--- src/rtl/updown_sweep_ctrl.sv ---
// Sweep sequencer driving an external N-bit up/down counter through repeated passes.
// Optional pause input enabled by defining SWEEP_PAUSE_EN.
module updown_sweep_ctrl #(
  parameter int unsigned N = 4,
  parameter int unsigned R = 4
) (
  input  logic         clk,
  input  logic         rst_n,
  input  logic         start,
  input  logic         stop,
`ifdef SWEEP_PAUSE_EN
  input  logic         pause,
`endif
  input  logic [N-1:0] cfg_start,
  input  logic [N-1:0] cfg_end,
  input  logic         cfg_up,
  input  logic [R-1:0] cfg_reps,
  input  logic         cfg_bounce,
  input  logic [N-1:0] cnt_q,
  output logic         cnt_en_b,
  output logic         cnt_load_b,
  output logic         cnt_up,
  output logic [N-1:0] cnt_load_in,
  output logic         busy,
  output logic         done,
  output logic [R-1:0] pass_cnt
);

  typedef enum logic [1:0] {StIdle, StLoad, StRun, StDone} state_e;

  state_e         state_q, state_d;
  logic [N-1:0]   start_q, start_d;
  logic [N-1:0]   end_q, end_d;
  logic           up_q, up_d;
  logic [R-1:0]   reps_q, reps_d;
  logic           bounce_q, bounce_d;
  logic [R-1:0]   pass_q, pass_d;
  logic           end_hit;
  logic           pause_act;

`ifdef SWEEP_PAUSE_EN
  assign pause_act = pause;
`else
  assign pause_act = 1'b0;
`endif

  assign end_hit = (cnt_q == end_q);

  always_ff @(posedge clk or negedge rst_n) begin
    if (!rst_n) begin
      state_q  <= StIdle;
      start_q  <= '0;
      end_q    <= '0;
      up_q     <= 1'b0;
      reps_q   <= '0;
      bounce_q <= 1'b0;
      pass_q   <= '0;
    end else begin
      state_q  <= state_d;
      start_q  <= start_d;
      end_q    <= end_d;
      up_q     <= up_d;
      reps_q   <= reps_d;
      bounce_q <= bounce_d;
      pass_q   <= pass_d;
    end
  end

  always_comb begin
    state_d    = state_q;
    start_d    = start_q;
    end_d      = end_q;
    up_d       = up_q;
    reps_d     = reps_q;
    bounce_d   = bounce_q;
    pass_d     = pass_q;
    cnt_en_b   = 1'b1;
    cnt_load_b = 1'b1;
    case (state_q)
      StIdle: begin
        if (start && !stop) begin
          start_d  = cfg_start;
          end_d    = cfg_end;
          up_d     = cfg_up;
          reps_d   = (cfg_reps == '0) ? {{(R-1){1'b0}}, 1'b1} : cfg_reps;
          bounce_d = cfg_bounce;
          pass_d   = '0;
          state_d  = StLoad;
        end
      end
      StLoad: begin
        if (stop) begin
          state_d = StIdle;
        end else begin
          cnt_en_b   = 1'b0;
          cnt_load_b = 1'b0;
          state_d    = StRun;
        end
      end
      StRun: begin
        if (stop) begin
          state_d = StIdle;
        end else if (!pause_act) begin
          // Counter enable follows cnt_q so it holds exactly on the endpoint.
          cnt_en_b = end_hit;
          if (end_hit) begin
            pass_d = pass_q + 1'b1;
            if (pass_d == reps_q) begin
              state_d = StDone;
            end else if (bounce_q) begin
              start_d = end_q;
              end_d   = start_q;
              up_d    = ~up_q;
            end else begin
              state_d = StLoad;
            end
          end
        end
      end
      StDone:  state_d = StIdle;
      default: state_d = StIdle;
    endcase
  end

  assign cnt_up      = up_q;
  assign cnt_load_in = start_q;
  assign busy        = (state_q == StLoad) || (state_q == StRun);
  assign done        = (state_q == StDone);
  assign pass_cnt    = pass_q;

endmodule

--- config.mk ---
export PLATFORM = sky130hd
export DESIGN_NAME = updown_sweep_ctrl
export DESIGN_NICKNAME = d
export VERILOG_FILES = /design/src/rtl/updown_sweep_ctrl.sv
export SDC_FILE = /design/constraint.sdc
export NUM_CORES = 1
export LEC_CHECK = 0
export ABC_AREA = 1
export BUFFER_PORTS_ARGS = -buffer_cell sky130_fd_sc_hd__buf_2
export CORE_AREA = 5 5 64 66
export DETAILED_ROUTE_END_ITERATION = 16
export DIE_AREA = 0 0 69 71
export PLACE_DENSITY = 0.61
export SYNTH_ARGS = -nofsm -noshare
export SYNTH_HDL_FRONTEND = slang
export SYNTH_SLANG_ARGS = --single-unit
--- constraint.sdc ---
create_clock -name clk -period 2.3 [get_ports clk]
set_clock_uncertainty 0.05 [all_clocks]
set_input_delay 0.23 -clock clk [delete_from_list [all_inputs] [get_ports clk]]
set_output_delay 0.23 -clock clk [all_outputs]
set_load 0.05 [all_outputs]
==> reports/qor.log, run 1 <==
INFO  synthesis      yosys.area.top_type_share=37.6%
INFO  floorplan      fp.dieH=71um
INFO  synthesis      yosysMostFrequentCell=sky130_fd_sc_hd__nand2_1
INFO  worst_setup_path timing.critical_path.fanout_max=9
INFO  timing         setup_tns=0ns
INFO  grt            most_heavily_used_metal_layer_in_global_routing=met2
INFO  placement      preCtsSetupSlack=0.366ns
INFO  route          drt-pass1-iter-count=5
INFO  synthesis      synth_edf_count=0
INFO  grt            maximum_number_of_pins_on_one_net_before_global_route_repair=21
INFO  worst_setup_path worst-endpoint-arrival=1.75ns
INFO  clocking       cts_made_buffers=3
INFO  outcome        run_status=completed
INFO  synthesis      synthTopCellsByCount=sky130_fd_sc_hd__nand2_1, sky130_fd_sc_hd__inv_1, sky130_fd_sc_hd__dfrtp_1, sky130_fd_sc_hd__nand3_1, sky130_fd_sc_hd__o21ai_0
INFO  clocking       post_cts_resize_count=0
INFO  flow_run       maxCapViolCount=0
INFO  floorplan      placeableCoreArea=3520um2
INFO  worst_setup_path crit_required=2.02ns
INFO  synthesis      netlist_instances=188
INFO  finish         design_area=1590um2
INFO  synthesis      yosys_register_bits=20
INFO  grt            antenna_found_initial=0
INFO  route          routed-via-count=1,208
INFO  grt            grt.met1_usage=16.1%
INFO  route          ant_nets=0
INFO  route          routed_wire_length_per_instance=11.1um
INFO  timing         timing.final.ws_setup=0.265ns
INFO  route          drcViolationCount=0
INFO  worst_hold_path timing.hold.worst_path_depth=2
INFO  placement      numPortBuffers=34
INFO  timing         period_share=88.5%
INFO  synthesis      synth_cell_types=23
INFO  finish         syn2layout_area_growth=19.7%
INFO  placement      post_dp_cell_area=1550um2
INFO  synthesis      synthesis.area=1330um2
INFO  worst_setup_path timing.setup.critical_path_class=flop to output pin
INFO  worst_setup_path timing.critical_path.slowest_cell_delay=0.44ns
INFO  timing         drv_slew=0
INFO  clocking       clockRootBuffer=sky130_fd_sc_hd__clkbuf_4
INFO  synthesis      postSynth.asyncResetShare=100%
INFO  timing         rsz0062_at_grt=no
INFO  finish         design.final.nets=253
INFO  timing         max_slew.worst_pin.slew=0.458ns
INFO  timing         timing.final.crit_period=2.03ns
INFO  clocking       clkTransAtPathRegs=0.12ns
INFO  timing         setup_violations=0
INFO  power          p_leak=0.914nW
INFO  timing         timing.slew.headroom=69.5%
INFO  timing         final_hold_viol_count=0
INFO  placement      finalWeightedCongestion=0.896
INFO  route          first_iter_violations=69
INFO  worst_setup_path reg2regPathDepth=8
INFO  synthesis      synth_top_cell_by_area=sky130_fd_sc_hd__dfrtp_1
INFO  floorplan      num_rows=22
INFO  finish         antennaDiodeCount=0
INFO  synthesis      syn_avg_cell_area=7.08um2
INFO  synthesis      synth-warning-count=0
INFO  synthesis      synthFlopType=sky130_fd_sc_hd__dfrtp_1
INFO  clocking       tritoncts=done
INFO  finish         layout-drive-gt1-share=24.0%
INFO  grt            grt_pass1_vias=1,179
INFO  worst_setup_path startpoint_type=flop
INFO  route          final_routed_wirelength=3020um
INFO  floorplan      area_of_the_die=4900um2
INFO  power          power-per-cell-area=1340nW/um2
INFO  worst_setup_path cp_cell_instances=inv_1 > ha_1 > o21ai_0 > nand3_1 > buf_2
INFO  grt            gr_usage_total=13.1%
INFO  worst_setup_path setup.worst_path.end_class=output pin
INFO  timing         holdWs=0.106ns
INFO  route          routed_via_density=4.42
INFO  floorplan      initial_utilization=37.8%
INFO  clocking       ctsHtreeMaxLevel=1
INFO  power          power.ir.vdd_worst=0.000771V
INFO  floorplan      top_level_ports=35
INFO  worst_setup_path critical-path-slowest-cell=sky130_fd_sc_hd__dfrtp_1
INFO  clocking       clock_latency=0.30ns
INFO  synthesis      yosys-top-cells-area=sky130_fd_sc_hd__dfrtp_1, sky130_fd_sc_hd__nand2_1, sky130_fd_sc_hd__nand3_1, sky130_fd_sc_hd__inv_1, sky130_fd_sc_hd__ha_1
INFO  clocking       tritoncts_num_sinks=20
INFO  grt            grt_pass1_wl=5290um
INFO  grt            overflow=0
INFO  synthesis      syn-num-nets=215
INFO  clocking       clockBufferDepth=2
INFO  timing         clock.fmax=491MHz
INFO  grt            global_route.usage.met3=3.27%
INFO  synthesis      synth.yosys.seq_area_share=37.6%
INFO  grt            met2_usage=23.0%
INFO  floorplan      die-width=69um
INFO  worst_hold_path hold_path_class=input port to flop
INFO  placement      hpwl=2400um
-- cell type report --
type / count / area [um2]
fillers: 373 / 1930
multi-input cells: 139 / 712
flip-flops and latches: 20 / 500
repair buffers: 36 / 188
inverters: 26 / 97.6
well taps: 48 / 60.1
clock buffers: 4 / 36.3
-- layer usage --
| layer | part of all wire [%] | wire, um |
|---|---|---|
| met4 | 0.89 | 27 |
| met5 | 0 | 0 |
| met3 | 3.1 | 95 |
| met2 | 50 | 1510 |
| met1 | 46 | 1390 |
-- critical path, delay by kind of cell, from the launching register on --
family / cells / cell delay, ns
DFF: 1 / 0.44
adders and majority gates: 1 / 0.41
buffers and inverters: 2 / 0.35
AOI/OAI and AO/OA: 1 / 0.16
and+or+nand+nor: 1 / 0.10
-- state kept, by name, summed over array words and instances (netlist names) --
name and count:
bounce_q 1, cnt_load_in 4, cnt_up 1, end_q 4, pass_cnt 4, reps_q 4, state_q 2
-- cell usage in the layout, fill, tap and decap left out, types with 2 or more instances in the layout --
cell	count
sky130_fd_sc_hd__nand2_1	73
sky130_fd_sc_hd__buf_2	34
sky130_fd_sc_hd__inv_1	26
sky130_fd_sc_hd__nand3_1	20
sky130_fd_sc_hd__dfrtp_1	20
sky130_fd_sc_hd__o21ai_0	11
sky130_fd_sc_hd__nor2_1	7
sky130_fd_sc_hd__nand2_2	6
sky130_fd_sc_hd__ha_1	5
sky130_fd_sc_hd__clkbuf_4	3
sky130_fd_sc_hd__nor2_4	2
sky130_fd_sc_hd__nand4_1	2
sky130_fd_sc_hd__nand2_4	2
sky130_fd_sc_hd__o22ai_1	2
-- power by group --
group          leakage, nW  total (mW)  switching [mW]  internal (mW)
combinational        0.637        1.32           0.932          0.387
clock               0.0210       0.209           0.112         0.0965
sequential           0.255       0.613           0.119          0.494
total                0.914        2.14            1.16          0.977
-- timing repair --
action | 4_1_cts | 5_1_grt
setup buffers | 0 | 0
endpoints found under the hold margin | 20 | 0
hold buffers | 1 | 0
-- per-stage QoR --
| step | total power, mW | util (%) | instances |
|---|---|---|---|
| 2_1_floorplan | 1.70 | - | 188 |
| 4_1_cts | 2.17 | 45.2 | 273 |
| 5_1_grt | 2.34 | 45.2 | 273 |
| 3_3_place_gp | 1.95 | 43.9 | 268 |
| 3_5_place_dp | 1.96 | 43.9 | 268 |
| 6_report | 2.14 | 45.2 | 273 |
-- kinds of logic after synthesis --
family          synth area share (%)
mux                            0.846
fa+ha+maj                       4.70
compound gates                  7.80
xor+xnor                       0.658
simple gates                    39.5
buf+inv                         8.93
flops                           37.6
-- worst paths after layout --
check	to	from	slack, ns
hold / removal	bounce_q	cfg_bounce	0.11
max in group asynchronous	pass_cnt[2]	rst_n	1.55
hold reg to reg	cnt_up	cnt_up	0.46
setup / recovery	cnt_en_b	state_q[0]	0.27
setup reg to reg	cnt_load_in[0]	state_q[0]	0.38
min in group asynchronous	reps_q[2]	rst_n	0.34
(Power assumes the default switching activity.)
==> run 2: changes to the inputs <==
--- a/config.mk
+++ b/config.mk
@@ -10,7 +10,8 @@
 export CORE_AREA = 5 5 64 66
 export DETAILED_ROUTE_END_ITERATION = 16
 export DIE_AREA = 0 0 69 71
-export PLACE_DENSITY = 0.61
+export HOLD_SLACK_MARGIN = 0.05
+export PLACE_DENSITY = 0.63
 export SYNTH_ARGS = -nofsm -noshare
 export SYNTH_HDL_FRONTEND = slang
 export SYNTH_SLANG_ARGS = --single-unit
==> constraint.sdc (replaced) <==
create_clock -name clk -period 1.8 [get_ports clk]
set_clock_uncertainty 0.05 [all_clocks]
set_input_delay 0.18 -clock clk [delete_from_list [all_inputs] [get_ports clk]]
set_output_delay 0.18 -clock clk [all_outputs]
set_load 0.05 [all_outputs]
==> reports/qor.log, run 2 (synthesis results as in run 1) <==
INFO  outcome        run_status=completed
INFO  route          routed_wire_length_per_instance=10.9um
INFO  timing         timing.final.ws_setup=0.101ns
INFO  clocking       clock_latency=0.30ns
INFO  finish         ff_latch_area=503um2
INFO  worst_setup_path startpoint_type=flop
INFO  grt            antenna_found_initial=0
INFO  finish         layout.cells.most_common=sky130_fd_sc_hd__nand2_1
INFO  finish         fillCellCount=385
INFO  finish         finish.utilization=50.2%
INFO  route          first_iter_violations=65
INFO  grt            grt_pass1_vias=1,257
INFO  clocking       tritoncts_num_sinks=20
INFO  clocking       clkTransAtPathRegs=0.12ns
INFO  timing         timing.final.crit_period=1.70ns
INFO  timing         drv_slew=0
INFO  timing         timing.slew.headroom=69.9%
INFO  power          intPower=1.57mW
INFO  power          part_of_the_power_in_registers=24.7%
INFO  route          final_routed_wirelength=3140um
INFO  timing         max_slew.worst_pin.slew=0.451ns
INFO  finish         layout-drive-gt1-share=31.3%
INFO  grt            grt_pass1_wl=5310um
INFO  timing         period_share=94.4%
INFO  floorplan      die-width=69um
INFO  worst_setup_path timing.critical_path.fanout_max=5
INFO  finish         multi_input_area=749um2
INFO  power          total_switching_power=1.57mW
INFO  worst_hold_path hold_path_class=input port to flop
INFO  finish         syn2layout_area_growth=32.8%
INFO  grt            overflow=0
INFO  route          drcViolationCount=0
INFO  power          p_leak=0.990nW
INFO  floorplan      top_level_ports=35
INFO  route          routed-via-count=1,288
INFO  timing         setup_tns=0ns
INFO  worst_setup_path rr_endpoint=cnt_load_in[1]
INFO  route          ant_nets=0
INFO  worst_hold_path min_delay_worst_endpoint=reps_q[3]
INFO  floorplan      initial_utilization=37.8%
INFO  power          power.clock.fraction=11.7%
INFO  power          power.combinational.fraction=63.6%
INFO  power          power.ir.vdd_worst=0.000792V
INFO  floorplan      placeableCoreArea=3520um2
INFO  clocking       tritoncts=done
INFO  worst_hold_path timing.hold.worst_path_depth=3
INFO  finish         layout_common_cells=sky130_fd_sc_hd__nand2_1, sky130_fd_sc_hd__buf_2, sky130_fd_sc_hd__inv_1
INFO  power          power.switching_fraction=49.9%
INFO  floorplan      num_rows=22
INFO  worst_setup_path crit-reg2reg-launch=state_q[1]
INFO  route          routed_via_density=4.47
INFO  timing         rsz0062_at_grt=yes
INFO  placement      finalWeightedCongestion=0.848
INFO  clocking       cts_made_buffers=3
INFO  timing         holdWs=0.0931ns
INFO  floorplan      area_of_the_die=4900um2
INFO  placement      numPortBuffers=34
INFO  placement      hpwl=2540um
INFO  worst_hold_path min-delay-start=cfg_reps[3]
INFO  worst_setup_path timing.setup.critical_path_class=flop to output pin
INFO  worst_setup_path setup.worst_path.end_class=output pin
INFO  finish         design.final.nets=268
INFO  worst_setup_path worst-r2r-setup-slack=0.13ns
INFO  worst_setup_path crit_required=1.57ns
INFO  power          power-per-cell-area=1780nW/um2
INFO  timing         clock.fmax=589MHz
INFO  grt            gr_usage_total=13.2%
INFO  timing         setup_violations=0
INFO  floorplan      fp.dieH=71um
INFO  finish         antennaDiodeCount=0
INFO  clocking       clockRootBuffer=sky130_fd_sc_hd__clkbuf_4
INFO  grt            maximum_number_of_pins_on_one_net_before_global_route_repair=21
INFO  route          drt-pass1-iter-count=4
INFO  timing         final_hold_viol_count=0
INFO  flow_run       maxCapViolCount=0
INFO  worst_setup_path worst-endpoint-arrival=1.47ns
INFO  clocking       clockBufferDepth=2
INFO  placement      preCtsSetupSlack=0.0741ns
INFO  clocking       ctsHtreeMaxLevel=1
INFO  worst_setup_path reg2regPathDepth=9
## run 2: cell count changes in the layout (fill, tap and decap cells not counted), moves of 2 or more
cell	change
sky130_fd_sc_hd__ha_4	+2
sky130_fd_sc_hd__buf_4	+12
sky130_fd_sc_hd__dfrtp_1	-2
sky130_fd_sc_hd__ha_1	-3
sky130_fd_sc_hd__dfrtp_2	+2
sky130_fd_sc_hd__buf_6	+2
## run 2: layout make-up
class / instances / share of cell area [%]
Clock buffer: 3 / 1.27
Multi-Input combinational cell: 140 / 42.4
Tap cell: 48 / 3.40
Timing Repair Buffer: 50 / 17.3
Clock inverter: 1 / 1.70
Inverter: 26 / 5.52
Sequential cell: 20 / 28.5
## run 2: metal layers
layer	GRT usage, %	share of wire (%)	vias up
met4	5.21	1.8	0
li1	-	-	697
met5	0	0	-
met3	2.56	2.8	6
met1	16.7	46	570
met2	22.0	49	15
## run 2: repair_timing
| action | CTS | global route |
|---|---|---|
| hold endpoints to repair | 20 | 1 |
| endpoints found under the setup margin | 1 | 12 |
| pin swaps | 0 | 3 |
| resized for setup | 3 | 7 |
| hold buffers | 1 | 1 |
| cloned | 0 | 1 |
| buffers inserted | 0 | 5 |
## run 2: worst max path at each step
stage / start / endpoint / slack (ns) / cells after the start
final: state_q[1] / cnt_en_b / 0.10 / 5
after global routing: state_q[1] / cnt_en_b / -0.004 / 5
after CTS: state_q[0] / cnt_en_b / 0.03 / 6
after detailed placement: pass_cnt[1] / state_q[1] / 0.07 / 8
after global placement: pass_cnt[1] / state_q[1] / 0.11 / 8
after floorplan: pass_cnt[0] / cnt_up / 0.02 / 10
## run 2: metrics by stage
stage,instances,power (mW),cell area [um2]
2_1_floorplan,188,2.17,1330
3_3_place_gp,276,2.62,1610
3_5_place_dp,276,2.62,1610
4_1_cts,281,3.02,1690
5_1_grt,288,3.42,1770
6_report,288,3.14,1770
## run 2: critical path, stage by stage (launching register included)
cell and delay [ns]:
sky130_fd_sc_hd__dfrtp_1 0.44, sky130_fd_sc_hd__ha_4 0.20, sky130_fd_sc_hd__buf_4 0.15, sky130_fd_sc_hd__o21ai_2 0.12, sky130_fd_sc_hd__nand3_1 0.10, sky130_fd_sc_hd__buf_6 0.16
## run 2: power by group through the flow
| stage | clock network (mW) | registers [mW] | logic, mW |
|---|---|---|---|
| after floorplan | 0 | 0.947 | 1.22 |
| after global placement | 0 | 0.777 | 1.84 |
| after detailed placement | 0 | 0.776 | 1.84 |
| after CTS | 0.375 | 0.772 | 1.88 |
| after global routing | 0.409 | 0.802 | 2.21 |
| final | 0.367 | 0.775 | 2.00 |
